==> src/rtl/decode_ctrl_stage_if.sv <==
// decode_ctrl_stage_if: fetch-to-execute decode bus; master drives i_valid/i_instr/i_flush/i_out_ready, slave returns o_in_ready/o_valid and decoded controls with o_rd/o_rs1
interface decode_ctrl_stage_if;
  logic i_valid, o_in_ready, i_flush, o_valid, i_out_ready;
  logic [31:0] i_instr;
  logic o_reg_write, o_mem_read, o_mem_write, o_d_unsigned, o_csr_write, o_word_op, o_custom, o_illegal;
  logic [1:0] o_d_size, o_mem_to_reg;
  logic [4:0] o_rd, o_rs1;
  modport master (
    output i_valid, i_instr, i_flush, i_out_ready,
    input o_in_ready, o_valid, o_reg_write, o_mem_read, o_mem_write, o_d_size, o_d_unsigned,
          o_mem_to_reg, o_csr_write, o_word_op, o_custom, o_illegal, o_rd, o_rs1
  );
  modport slave (
    input i_valid, i_instr, i_flush, i_out_ready,
    output o_in_ready, o_valid, o_reg_write, o_mem_read, o_mem_write, o_d_size, o_d_unsigned,
           o_mem_to_reg, o_csr_write, o_word_op, o_custom, o_illegal, o_rd, o_rs1
  );
endinterface

==> src/rtl/decode_ctrl_stage.sv <==
// decode_ctrl_stage: registered main-control decode with two-entry skid buffer; ports i_clk, i_rst_n (async active-low) and bus (decode_ctrl_stage_if.slave)
module decode_ctrl_stage #(
  parameter int XLEN = 32,
  parameter logic [3:0] CUSTOM_EN = 4'b0000
) (
  input logic i_clk,
  input logic i_rst_n,
  decode_ctrl_stage_if.slave bus
);
  typedef enum logic [1:0] {EMPTY, ONE, TWO} state_t;
  typedef struct packed {
    logic reg_write, mem_read, mem_write;
    logic [1:0] d_size;
    logic d_unsigned;
    logic [1:0] mem_to_reg;
    logic csr_write, word_op, custom, illegal;
    logic [4:0] rd, rs1;
  } ctrl_t;
  localparam bit RV64 = XLEN == 64;
  state_t state, state_nxt;
  ctrl_t dec, m, s;
  logic in_ready, accept, ld_m, ld_s, bad, unused_hi;
  logic [6:0] op;
  logic [2:0] f3;
  logic [4:0] rd, rs1;
  assign op = bus.i_instr[6:0];
  assign rd = bus.i_instr[11:7];
  assign f3 = bus.i_instr[14:12];
  assign rs1 = bus.i_instr[19:15];
  assign unused_hi = ^bus.i_instr[31:20];
  always_comb begin
    dec = '0;
    bad = 1'b0;
    case (op)
      7'b0110011, 7'b0010011, 7'b0010111: dec.reg_write = 1'b1;
      7'b0110111: begin
        dec.reg_write = 1'b1;
        dec.mem_to_reg = 2'b11;
      end
      7'b1101111, 7'b1100111: begin
        dec.reg_write = 1'b1;
        dec.mem_to_reg = 2'b10;
      end
      7'b0000011: begin
        dec.reg_write = 1'b1;
        dec.mem_read = 1'b1;
        dec.mem_to_reg = 2'b01;
        dec.d_size = f3[1:0];
        dec.d_unsigned = f3[2];
        bad = f3 == 3'b111 || (!RV64 && (f3 == 3'b011 || f3 == 3'b110));
      end
      7'b0100011: begin
        dec.mem_write = 1'b1;
        dec.d_size = f3[1:0];
        bad = f3[2] || (!RV64 && f3 == 3'b011);
      end
      7'b1110011: begin
        dec.csr_write = f3[1:0] == 2'b01 ? 1'b1 : |rs1;
        dec.reg_write = f3[1:0] == 2'b01 ? |rd : 1'b1;
        bad = f3[1:0] == 2'b00;
      end
      7'b0111011, 7'b0011011: begin
        dec.reg_write = 1'b1;
        dec.word_op = 1'b1;
        bad = !RV64;
      end
      7'b0001011, 7'b0101011, 7'b1011011, 7'b1111011: begin
        dec.reg_write = 1'b1;
        dec.custom = 1'b1;
        bad = !CUSTOM_EN[op[6:5]];
      end
      default: bad = 1'b1;
    endcase
    if (bad) dec = '0;
    dec.illegal = bad;
    dec.rd = rd;
    dec.rs1 = rs1;
  end
  assign accept = bus.i_valid && in_ready && !bus.i_flush;
  always_comb begin
    state_nxt = state;
    ld_m = 1'b0;
    ld_s = 1'b0;
    case (state)
      EMPTY: begin
        state_nxt = accept ? ONE : EMPTY;
        ld_m = accept;
      end
      ONE: begin
        state_nxt = accept ? (bus.i_out_ready ? ONE : TWO) : (bus.i_out_ready ? EMPTY : ONE);
        ld_m = accept && bus.i_out_ready;
        ld_s = accept && !bus.i_out_ready;
      end
      TWO: begin
        state_nxt = bus.i_out_ready ? ONE : TWO;
        ld_m = bus.i_out_ready;
      end
      default: state_nxt = EMPTY;
    endcase
    if (bus.i_flush) state_nxt = EMPTY;
  end
  always_ff @(posedge i_clk or negedge i_rst_n)
    if (!i_rst_n) begin
      state <= EMPTY;
      in_ready <= 1'b1;
      m <= '0;
      s <= '0;
    end else begin
      state <= state_nxt;
      in_ready <= state_nxt != TWO;
      if (ld_m) m <= state == TWO ? s : dec;
      if (ld_s) s <= dec;
    end
  assign bus.o_valid = state != EMPTY;
  assign bus.o_in_ready = in_ready;
  assign bus.o_reg_write = m.reg_write;
  assign bus.o_mem_read = m.mem_read;
  assign bus.o_mem_write = m.mem_write;
  assign bus.o_d_size = m.d_size;
  assign bus.o_d_unsigned = m.d_unsigned;
  assign bus.o_mem_to_reg = m.mem_to_reg;
  assign bus.o_csr_write = m.csr_write;
  assign bus.o_word_op = m.word_op;
  assign bus.o_custom = m.custom;
  assign bus.o_illegal = m.illegal;
  assign bus.o_rd = m.rd;
  assign bus.o_rs1 = m.rs1;
endmodule

==> src/flat_wrapper.sv <==
// flat-port wrapper written by rule: the top's interface ports become plain ports
module decode_ctrl_stage_flat 
#(
  parameter int XLEN = 32,
  parameter logic [3:0] CUSTOM_EN = 4'b0000
)
  (i_clk, i_rst_n, bus_i_valid, bus_i_instr, bus_i_flush, bus_i_out_ready, bus_o_in_ready, bus_o_valid, bus_o_reg_write, bus_o_mem_read, bus_o_mem_write, bus_o_d_size, bus_o_d_unsigned, bus_o_mem_to_reg, bus_o_csr_write, bus_o_word_op, bus_o_custom, bus_o_illegal, bus_o_rd, bus_o_rs1);
  decode_ctrl_stage_if bus_i ();
  input logic i_clk;
  input logic i_rst_n;
  input wire logic [$bits(bus_i.i_valid)-1:0] bus_i_valid;
  input wire logic [$bits(bus_i.i_instr)-1:0] bus_i_instr;
  input wire logic [$bits(bus_i.i_flush)-1:0] bus_i_flush;
  input wire logic [$bits(bus_i.i_out_ready)-1:0] bus_i_out_ready;
  output wire logic [$bits(bus_i.o_in_ready)-1:0] bus_o_in_ready;
  output wire logic [$bits(bus_i.o_valid)-1:0] bus_o_valid;
  output wire logic [$bits(bus_i.o_reg_write)-1:0] bus_o_reg_write;
  output wire logic [$bits(bus_i.o_mem_read)-1:0] bus_o_mem_read;
  output wire logic [$bits(bus_i.o_mem_write)-1:0] bus_o_mem_write;
  output wire logic [$bits(bus_i.o_d_size)-1:0] bus_o_d_size;
  output wire logic [$bits(bus_i.o_d_unsigned)-1:0] bus_o_d_unsigned;
  output wire logic [$bits(bus_i.o_mem_to_reg)-1:0] bus_o_mem_to_reg;
  output wire logic [$bits(bus_i.o_csr_write)-1:0] bus_o_csr_write;
  output wire logic [$bits(bus_i.o_word_op)-1:0] bus_o_word_op;
  output wire logic [$bits(bus_i.o_custom)-1:0] bus_o_custom;
  output wire logic [$bits(bus_i.o_illegal)-1:0] bus_o_illegal;
  output wire logic [$bits(bus_i.o_rd)-1:0] bus_o_rd;
  output wire logic [$bits(bus_i.o_rs1)-1:0] bus_o_rs1;
  assign bus_i.i_valid = bus_i_valid;
  assign bus_i.i_instr = bus_i_instr;
  assign bus_i.i_flush = bus_i_flush;
  assign bus_i.i_out_ready = bus_i_out_ready;
  assign bus_o_in_ready = bus_i.o_in_ready;
  assign bus_o_valid = bus_i.o_valid;
  assign bus_o_reg_write = bus_i.o_reg_write;
  assign bus_o_mem_read = bus_i.o_mem_read;
  assign bus_o_mem_write = bus_i.o_mem_write;
  assign bus_o_d_size = bus_i.o_d_size;
  assign bus_o_d_unsigned = bus_i.o_d_unsigned;
  assign bus_o_mem_to_reg = bus_i.o_mem_to_reg;
  assign bus_o_csr_write = bus_i.o_csr_write;
  assign bus_o_word_op = bus_i.o_word_op;
  assign bus_o_custom = bus_i.o_custom;
  assign bus_o_illegal = bus_i.o_illegal;
  assign bus_o_rd = bus_i.o_rd;
  assign bus_o_rs1 = bus_i.o_rs1;
  decode_ctrl_stage #(.XLEN(XLEN), .CUSTOM_EN(CUSTOM_EN)) u_core (.i_clk(i_clk), .i_rst_n(i_rst_n), .bus(bus_i));
endmodule
==> config.mk <==
export PLATFORM = sky130hd
export DESIGN_NAME = decode_ctrl_stage_flat
export DESIGN_NICKNAME = d
export VERILOG_FILES = /design/src/rtl/decode_ctrl_stage_if.sv /design/src/rtl/decode_ctrl_stage.sv /design/src/flat_wrapper.sv
export SDC_FILE = /design/constraint.sdc
export NUM_CORES = 1
export LEC_CHECK = 0
export ABC_AREA = 0
export CORE_MARGIN = 2
export CORE_UTILIZATION = 48
export CTS_CLUSTER_DIAMETER = 100
export DETAILED_ROUTE_END_ITERATION = 7
export PLACE_DENSITY = 0.9
export SLEW_MARGIN = 0
export SYNTH_ARGS = -nofsm -noshare
export SYNTH_HDL_FRONTEND = slang
export SYNTH_SLANG_ARGS = --single-unit
==> constraint.sdc <==
create_clock -name i_clk -period 2.2 [get_ports i_clk]
set_input_delay 0.22 -clock i_clk [delete_from_list [all_inputs] [get_ports i_clk]]
set_output_delay 0.22 -clock i_clk [all_outputs]
set_load 0.01 [all_outputs]
==> impl_table.tex, run 1 <==
\begin{tabular}{lr}
\hline
Metric & Value \\
\hline
\multicolumn{2}{l}{\textbf{Finish}} \\
\quad Antenna diode instance count & 0 \\
\quad Ratio of cells with drive above 1 in the final layout & 17.9\% \\
\quad Final-stage net count & 300 \\
\quad Area Growth Syn to Fin & 27.3\% \\
\quad Post-layout util & approximately 63\% \\
\quad Max FFs per register & 22 \\
\quad Most flops, register & u\_core.s \\
\multicolumn{2}{l}{\textbf{Global routing}} \\
\quad Global-route wire length before repair & 8.44 mm \\
\quad Number of global-route vias before repair & around 1.8k \\
\quad Total GRT Usage & 20.2\% \\
\quad Initial antenna violation count & 0 \\
\quad Maximum number of pins on one net before global-route repair & 48 \\
\quad Global route total overflow & 0 \\
\multicolumn{2}{l}{\textbf{Drt}} \\
\quad Avg WL per Cell & around 16 um \\
\quad Via-to-Cell Ratio & roughly 5.8 \\
\quad Final ANT Viol Nets & 0 \\
\quad Number of DRC violations after detailed-routing iteration 0 & 130 \\
\quad Via count & 1,834 \\
\quad Total wire length after detailed routing & 5.09 mm \\
\quad DRC violations left & 0 \\
\quad Pre-antenna DRT Iters & 4 \\
\multicolumn{2}{l}{\textbf{STA}} \\
\quad Number of max-slew violations in the final report & 0 \\
\quad Worst Hold Margin & -0.00910 ns \\
\quad Slew of the pin with the lowest slew margin & about 0.58 ns \\
\quad Clk\_skew & $\sim$0.0061 ns \\
\quad Minimum clock period & 1.84 ns \\
\quad Final hold viol count & 9 \\
\quad Final period utilization & a little over four fifths \\
\quad TNS Setup & 0 ns \\
\quad Peak Freq & $\sim$540 MHz \\
\quad Headroom to the max-slew limit & 61.6\% \\
\quad Setup repair after global routing missed its margin & false \\
\quad Finish-stage setup viols & 0 \\
\multicolumn{2}{l}{\textbf{Floorplanning}} \\
\quad Die area & 5440 um\^{}2 \\
\quad Horizontal die dimension & 73.7 um \\
\quad Placeable Area & 4690 um\^{}2 \\
\quad Rows & 25 \\
\quad Count of pins on the block boundary & 61 \\
\quad DIE HEIGHT & about 74 um \\
\quad Starting Density & 49.8\% \\
\multicolumn{2}{l}{\textbf{Clock network}} \\
\quad Number of buffers added by the clock tree synthesis step & 5 \\
\quad Number of sinks handled by clock tree synthesis & 47 \\
\quad Clock root buffer & sky130\_fd\_sc\_hd\_\_clkbuf\_8 \\
\quad CTS clk-pin slew, worst paths & 0.09 ns \\
\quad Number of post-CTS setup repair buffers & 0 \\
\quad Level count of the clock H-tree & 2 \\
\quad Number of gates resized after CTS & 0 \\
\quad CTS tree & done \\
\quad Number of buffers on the longest clock path & 2 \\
\quad Hold-fix buffers at CTS & 0 \\
\quad Source-to-sink clock delay at the later pin of the worst-skew pair & around 0.30 ns \\
\multicolumn{2}{l}{\textbf{Synthesis}} \\
\quad Post-synthesis net count & approximately 250 \\
\quad Number of cells produced by synthesis & 209 \\
\quad Cells taking the most area after synthesis & sky130\_fd\_sc\_hd\_\_dfrtp\_1 49\%, sky130\_fd\_sc\_hd\_\_mux2\_2 9.2\%, sky130\_fd\_sc\_hd\_\_o21ai\_1 3.6\% \\
\quad Post-synth top area cell & sky130\_fd\_sc\_hd\_\_dfrtp\_1 \\
\quad Portion of synthesized cell area occupied by the leading cell type & 49.3\% \\
\quad Proportion of register bits with asynchronous set or reset after synthesis & 100\% \\
\quad Synthesized cell area & 2330 um\^{}2 \\
\quad Mean area per synthesized cell & 11.2 um\^{}2 \\
\quad Warning count from the yosys run & 0 \\
\quad Share of the yosys chip area belonging to registers & 50.4\% \\
\quad Commonest register cell after synthesis & sky130\_fd\_sc\_hd\_\_dfrtp\_1 \\
\quad Register bit total from synthesis & 47 \\
\quad Cell variety after synth & 50 \\
\quad Number of enable-type register cells in the synthesized netlist & 0 \\
\multicolumn{2}{l}{\textbf{Worst setup path}} \\
\quad Critical path class & reg2out \\
\quad Arrival @ worst endpoint & 1.62 ns \\
\quad Peak fanout along the critical path & 11 \\
\quad Data required time of the worst path & roughly 2 ns \\
\quad Register-to-register setup slack & 0.39 ns \\
\quad Critical path launch point type & flip-flop \\
\quad Crit. End Element & primary output \\
\multicolumn{2}{l}{\textbf{Worst hold path}} \\
\quad Hold/Removal Path Class & in2async \\
\multicolumn{2}{l}{\textbf{Power}} \\
\quad Peak supply drop & 0.000479 V \\
\quad Power density cells & 681 nW/um\^{}2 \\
\quad Static Leak & around 1.3 nW \\
\multicolumn{2}{l}{\textbf{Run status}} \\
\quad Violated checks & hold timing \\
\quad Outcome & finished with violations \\
\multicolumn{2}{l}{\textbf{Place}} \\
\quad Detailed Place HPWL & 3.70 mm \\
\quad Final Wtd Congestion & 0.870 \\
\quad Buffers on Ports & between 40 and 50 \\
\multicolumn{2}{l}{\textbf{Job}} \\
\quad Max-cap violation count & 0 \\
\hline
\end{tabular}
==> cell usage after synthesis (all sizes together), types with 5 or more instances <==
library cell  number
mux2              21
nor2               7
a21oi              7
inv                5
nor3               6
nand3             11
o21ai             18
dfrtp             46
nand2             20
buf                8
==> kinds of logic after synthesis <==
| group | count (synthesis) | synth area share [%] |
|---|---|---|
| simple gates | 72 | 17.7 |
| compound gates | 48 | 14.5 |
| mux | 25 | 11.8 |
| buf+inv | 15 | 4.50 |
| flops | 47 | 50.4 |
| fa+ha+maj | 2 | 1.07 |
==> worst paths after layout <==
check,start,to,cells after the start
max,u_core.state[0]$_DFF_PN0_,bus_o_valid,2
min,i_rst_n,u_core.bus.o_d_size[1]$_DFFE_PN0P_,2
max reg2reg,u_core.bus.o_in_ready$_DFF_PN1_,u_core.bus.o_rd[0]$_DFFE_PN0P_,6
min reg2reg,u_core.s[11]$_DFFE_PN0P_,u_core.s[11]$_DFFE_PN0P_,1
max in group asynchronous,i_rst_n,u_core.bus.o_in_ready$_DFF_PN1_,2
min in group i_clk,u_core.s[11]$_DFFE_PN0P_,u_core.s[11]$_DFFE_PN0P_,1
==> layout by cell type, fill, tap and decap left out, drive strengths merged, types with 2 or more instances in the layout <==
cell type | synthesis | layout
or3 | 3 | 3
mux2 | 21 | 21
nor2 | 7 | 7
nand2 | 20 | 20
a22o | 3 | 3
a21oi | 7 | 7
nand4 | 2 | 2
a211o | 2 | 2
clkbuf | 2 | 5
nor2b | 2 | 2
inv | 5 | 6
o31ai | 2 | 2
and2 | 3 | 3
nand4b | 2 | 2
nand2b | 2 | 2
ha | 2 | 2
a21o | 2 | 2
o21ai | 18 | 18
nand3 | 11 | 11
or2 | 4 | 4
mux2i | 4 | 4
or4 | 2 | 2
nor3 | 6 | 6
buf | 8 | 8
a32oi | 3 | 3
nand4bb | 4 | 4
dfrtp | 46 | 46
a221o | 4 | 4
clkdlybuf4s50 | 0 | 47
nor4 | 2 | 2
==> final cells by class <==
class,instances,area [um^2]
Inverter,5,18.8
Timing Repair Buffer,55,541
Sequential cell,47,1180
Fill cell,390,1720
Multi-Input combinational cell,147,1050
Tap cell,54,67.6
Clock inverter,3,47.5
Clock buffer,5,68.8
==> power by group <==
part | switching, W | internal [W]
Sequential | 0.0000511 | 0.000959
Combinational | 0.000155 | 0.000212
Clock | 0.000302 | 0.000344
==> per-layer routing <==
metal  track usage [%]  vias up  wire [um]
met3              4.12        6        331
met4              6.67        0         55
met2              31.7       67       2420
met1              28.0      885       2290
li1                  -      876          -
met5                 0        -          0
==> per-stage QoR <==
stage / std cells / instance area (um^2) / setup slack [ns] / total power (W)
final: 316 / 2970 / 0.364 / 0.00202
after global routing: 316 / 2970 / 0.263 / 0.00212
after CTS: 316 / 2970 / 0.368 / 0.00204
after detailed placement: 308 / 2860 / 0.123 / 0.00140
after global placement: 308 / 2860 / 0.166 / 0.00138
after floorplan: 209 / 2330 / 0.475 / 0.00119
==> critical path, stage by stage (launching register included) <==
cell	delay, ns
sky130_fd_sc_hd__dfrtp_1	0.51
sky130_fd_sc_hd__or2_2	0.34
sky130_fd_sc_hd__clkdlybuf4s50_1	0.48
No activity file was read; power rests on OpenSTA's default activity.
==> run 2, diff against run 1 <==
clock period = 1.82 ns   (was 2.2 ns; I/O delays follow)
==> run 2 against run 1 <==
The flow now finishes without violations. Core utilization up 3.1 points. Global-route usage up 1.7 points. Cell area is 5.0% higher. Combinational power increased by 31%. Wire length increased by 10%. Clock skew increased by 0.0060 ns. Sequential share of layout area down 1.9 points. Final cell count grew 5.7%. Setup slack lost 0.30 ns. Total power increased by 24%. Die area did not move. Critical endpoint is now u_core.bus.o_d_unsigned$_DFFE_PN0P_. Highest routed layer unchanged.
==> impl_table.tex, run 2 (synthesis gave the netlist of run 1 again) <==
\begin{tabular}{lr}
\hline
Metric & Value \\
\hline
\multicolumn{2}{l}{\textbf{Finish}} \\
\quad Final-stage net count & 318 (+6.0\%) \\
\quad Area used by sequential logic in the layout & 1180 um\^{}2 (unchanged) \\
\quad Fillcell total & 354 (-9.2\%) \\
\quad Leading cell type in the layout, fill and taps excluded & sky130\_fd\_sc\_hd\_\_clkdlybuf4s50\_1 \\
\quad Ratio of cells with drive above 1 in the final layout & 23.6\% (+5.6 points) \\
\quad Final design instance area without fill & 3120 um\^{}2 (+5.0\%) \\
\quad Most flops, register & u\_core.s \\
\quad Area Growth Syn to Fin & 33.7\% \\
\quad Most used cells in the layout excluding fill and tap cells & 47 x sky130\_fd\_sc\_hd\_\_clkdlybuf4s50\_1, 46 x sky130\_fd\_sc\_hd\_\_dfrtp\_1, 23 x sky130\_fd\_sc\_hd\_\_buf\_4 \\
\quad Antenna diode instance count & 0 (unchanged) \\
\quad Max FFs per register & 22 (unchanged) \\
\quad Multi-input logic area & 1060 um\^{}2 (+0.83\%) \\
\multicolumn{2}{l}{\textbf{STA}} \\
\quad TNS Setup & 0 ns (unchanged) \\
\quad Peak Freq & 571 MHz \\
\quad Number of max-slew violations in the final report & 0 (unchanged) \\
\quad Minimum clock period & 1.75 ns \\
\quad Slew of the pin with the lowest slew margin & 0.601 ns (+0.0254 ns) \\
\quad Final period utilization & 96.3\% \\
\quad Worst Hold Margin & 0.396 ns (+0.405 ns) \\
\quad Headroom to the max-slew limit & 59.9\% (-1.7 points) \\
\quad Clk\_skew & 0.0122 ns (+0.00604 ns) \\
\quad Minimum setup slack in the final design & 0.0678 ns (-0.297 ns) \\
\quad Finish-stage setup viols & 0 (unchanged) \\
\quad Final hold viol count & 0 (-9) \\
\multicolumn{2}{l}{\textbf{Clock network}} \\
\quad CTS clk-pin slew, worst paths & 0.09 ns (about the same) \\
\quad Source-to-sink clock delay at the later pin of the worst-skew pair & 0.32 ns (+0.02 ns) \\
\quad Number of sinks handled by clock tree synthesis & 47 (unchanged) \\
\quad Number of buffers added by the clock tree synthesis step & 5 (unchanged) \\
\quad Number of buffers on the longest clock path & 2 (unchanged) \\
\quad Number of post-CTS setup repair buffers & 0 (unchanged) \\
\quad CTS tree & done \\
\quad Clock root buffer & sky130\_fd\_sc\_hd\_\_clkbuf\_8 \\
\quad Level count of the clock H-tree & 2 (unchanged) \\
\multicolumn{2}{l}{\textbf{Global routing}} \\
\quad Maximum number of pins on one net before global-route repair & 25 (-48\%) \\
\quad Number of global-route vias before repair & 1,894 (+5.3\%) \\
\quad Initial antenna violation count & 0 (unchanged) \\
\quad Total GRT Usage & 21.9\% (+1.7 points) \\
\quad Global-route wire length before repair & 9.00 mm (+6.7\%) \\
\quad Global route total overflow & 0 (unchanged) \\
\multicolumn{2}{l}{\textbf{Power}} \\
\quad Final Total Pwr & 0.00251 W (+24\%) \\
\quad Power density cells & 803 nW/um\^{}2 (+18\%) \\
\quad Peak supply drop & 0.000643 V (+34\%) \\
\quad Static Leak & 1.34 nW (+7.0\%) \\
\multicolumn{2}{l}{\textbf{Worst setup path}} \\
\quad Critical path's top delay family & flip-flops \\
\quad Critical path class & reg2reg \\
\quad Crit path largest cell delay & 0.56 ns (+0.05 ns) \\
\quad Arrival @ worst endpoint & 2.01 ns (+0.39 ns) \\
\quad Peak fanout along the critical path & 7 (-4) \\
\quad Most numerous cell on the critical path & sky130\_fd\_sc\_hd\_\_nand2\_1 \\
\quad Worst path bufs/invs & 0 (-1) \\
\quad Critical path launch point type & flip-flop \\
\quad Chain of cells forming the critical path & nand2\_1, nor2\_2, ha\_1, nand2\_1, a21o\_2, nor4\_2, a221o\_1 \\
\quad Data required time of the worst path & 2.08 ns (+0.10 ns) \\
\quad Slowest stage cell on the critical path & sky130\_fd\_sc\_hd\_\_dfstp\_2 \\
\quad Crit. End Element & flip-flop \\
\multicolumn{2}{l}{\textbf{Place}} \\
\quad Detailed Place HPWL & 4.07 mm (+10\%) \\
\quad Worst setup timing slack at the placement stage & -0.200 ns (-0.323 ns) \\
\quad Final Wtd Congestion & 0.858 (-1.4\%) \\
\quad Standard cell area after detailed placement & 2980 um\^{}2 (+4.5\%) \\
\quad Buffers on Ports & 48 (unchanged) \\
\multicolumn{2}{l}{\textbf{Drt}} \\
\quad Total wire length after detailed routing & 5.61 mm (+10\%) \\
\quad Via count & 1,921 (+4.7\%) \\
\quad Number of DRC violations after detailed-routing iteration 0 & 106 (-18\%) \\
\quad DRC violations left & 0 (unchanged) \\
\quad Via-to-Cell Ratio & 5.75 (-0.90\%) \\
\quad Avg WL per Cell & 16.8 um (+4.3\%) \\
\quad Final ANT Viol Nets & 0 (unchanged) \\
\quad Pre-antenna DRT Iters & 4 (unchanged) \\
\multicolumn{2}{l}{\textbf{Floorplanning}} \\
\quad Count of pins on the block boundary & 61 (unchanged) \\
\quad Die area & 5440 um\^{}2 (unchanged) \\
\quad Rows & 25 (unchanged) \\
\quad Placeable Area & 4690 um\^{}2 (unchanged) \\
\quad Starting Density & 49.8\% (unchanged) \\
\quad Horizontal die dimension & 73.7 um (unchanged) \\
\quad DIE HEIGHT & 73.7 um (unchanged) \\
\multicolumn{2}{l}{\textbf{Worst hold path}} \\
\quad Hold/Removal Path Class & in2async \\
\multicolumn{2}{l}{\textbf{Job}} \\
\quad Max-cap violation count & 0 (unchanged) \\
\multicolumn{2}{l}{\textbf{Run status}} \\
\quad Outcome & complete, no violations \\
\hline
\end{tabular}
## run 2: layer usage
metal  track usage [%]  wire length, um  up-vias
li1                  -                -      910
met1              28.6             2410      929
met2              35.6             2760       67
met3              4.53              318       15
met4              8.69              126        0
met5                 0                0        -
## run 2: worst paths after layout
path | startpoint | end | slack, ns | cells after the start
min in group i_clk | bus_i_instr[19] | u_core.s[4]$_DFFE_PN0P_ | 0.47 | 3
max in group asynchronous | i_rst_n | u_core.s[1]$_DFFE_PN0P_ | 0.88 | 3
min reg2reg | u_core.s[11]$_DFFE_PN0P_ | u_core.s[11]$_DFFE_PN0P_ | 0.50 | 1
max reg2reg | u_core.bus.o_in_ready$_DFF_PN1_ | u_core.bus.o_d_unsigned$_DFFE_PN0P_ | 0.07 | 7
min | i_rst_n | u_core.bus.o_d_size[1]$_DFFE_PN0P_ | 0.40 | 2
max | u_core.bus.o_in_ready$_DFF_PN1_ | u_core.bus.o_d_unsigned$_DFFE_PN0P_ | 0.07 | 7
## run 2: per-stage QoR
| step | instances | utilization (%) |
|---|---|---|
| 6_report | 334 | 66.5 |
| 2_1_floorplan | 209 | - |
| 5_1_grt | 334 | 66.5 |
| 3_3_place_gp | 325 | 63.6 |
| 3_5_place_dp | 325 | 63.6 |
| 4_1_cts | 334 | 66.3 |
## run 2: repair_timing
action / CTS / global route
endpoints found under the hold margin: 22 / 0
hold buffers: 1 / 0
gates resized for setup: 0 / 2
setup endpoints to repair: 0 / 1
## run 2: final cells by class
class / count / area share (%)
repair buffers: 73 / 21.7
well taps: 54 / 2.17
clock inverters: 2 / 1.12
clock buffers: 6 / 2.65
flip-flops and latches: 47 / 37.7
multi-input cells: 147 / 34.0
inverters: 5 / 0.601
## run 2: worst reg2reg max path, cell delays in order, from the launching register on
cell and delay, ns:
sky130_fd_sc_hd__dfstp_2 0.56, sky130_fd_sc_hd__nand2_1 0.07, sky130_fd_sc_hd__nor2_2 0.12, sky130_fd_sc_hd__ha_1 0.20, sky130_fd_sc_hd__nand2_1 0.06, sky130_fd_sc_hd__a21o_2 0.27, sky130_fd_sc_hd__nor4_2 0.29, sky130_fd_sc_hd__a221o_1 0.15
## run 2: power breakdown
part           internal [W]  leakage [nW]  switching [W]  total [W]
clock network      0.000444        0.0612       0.000357   0.000802
logic              0.000277         0.665       0.000204   0.000481
registers           0.00116         0.612      0.0000639    0.00122
total               0.00188          1.34       0.000625    0.00251
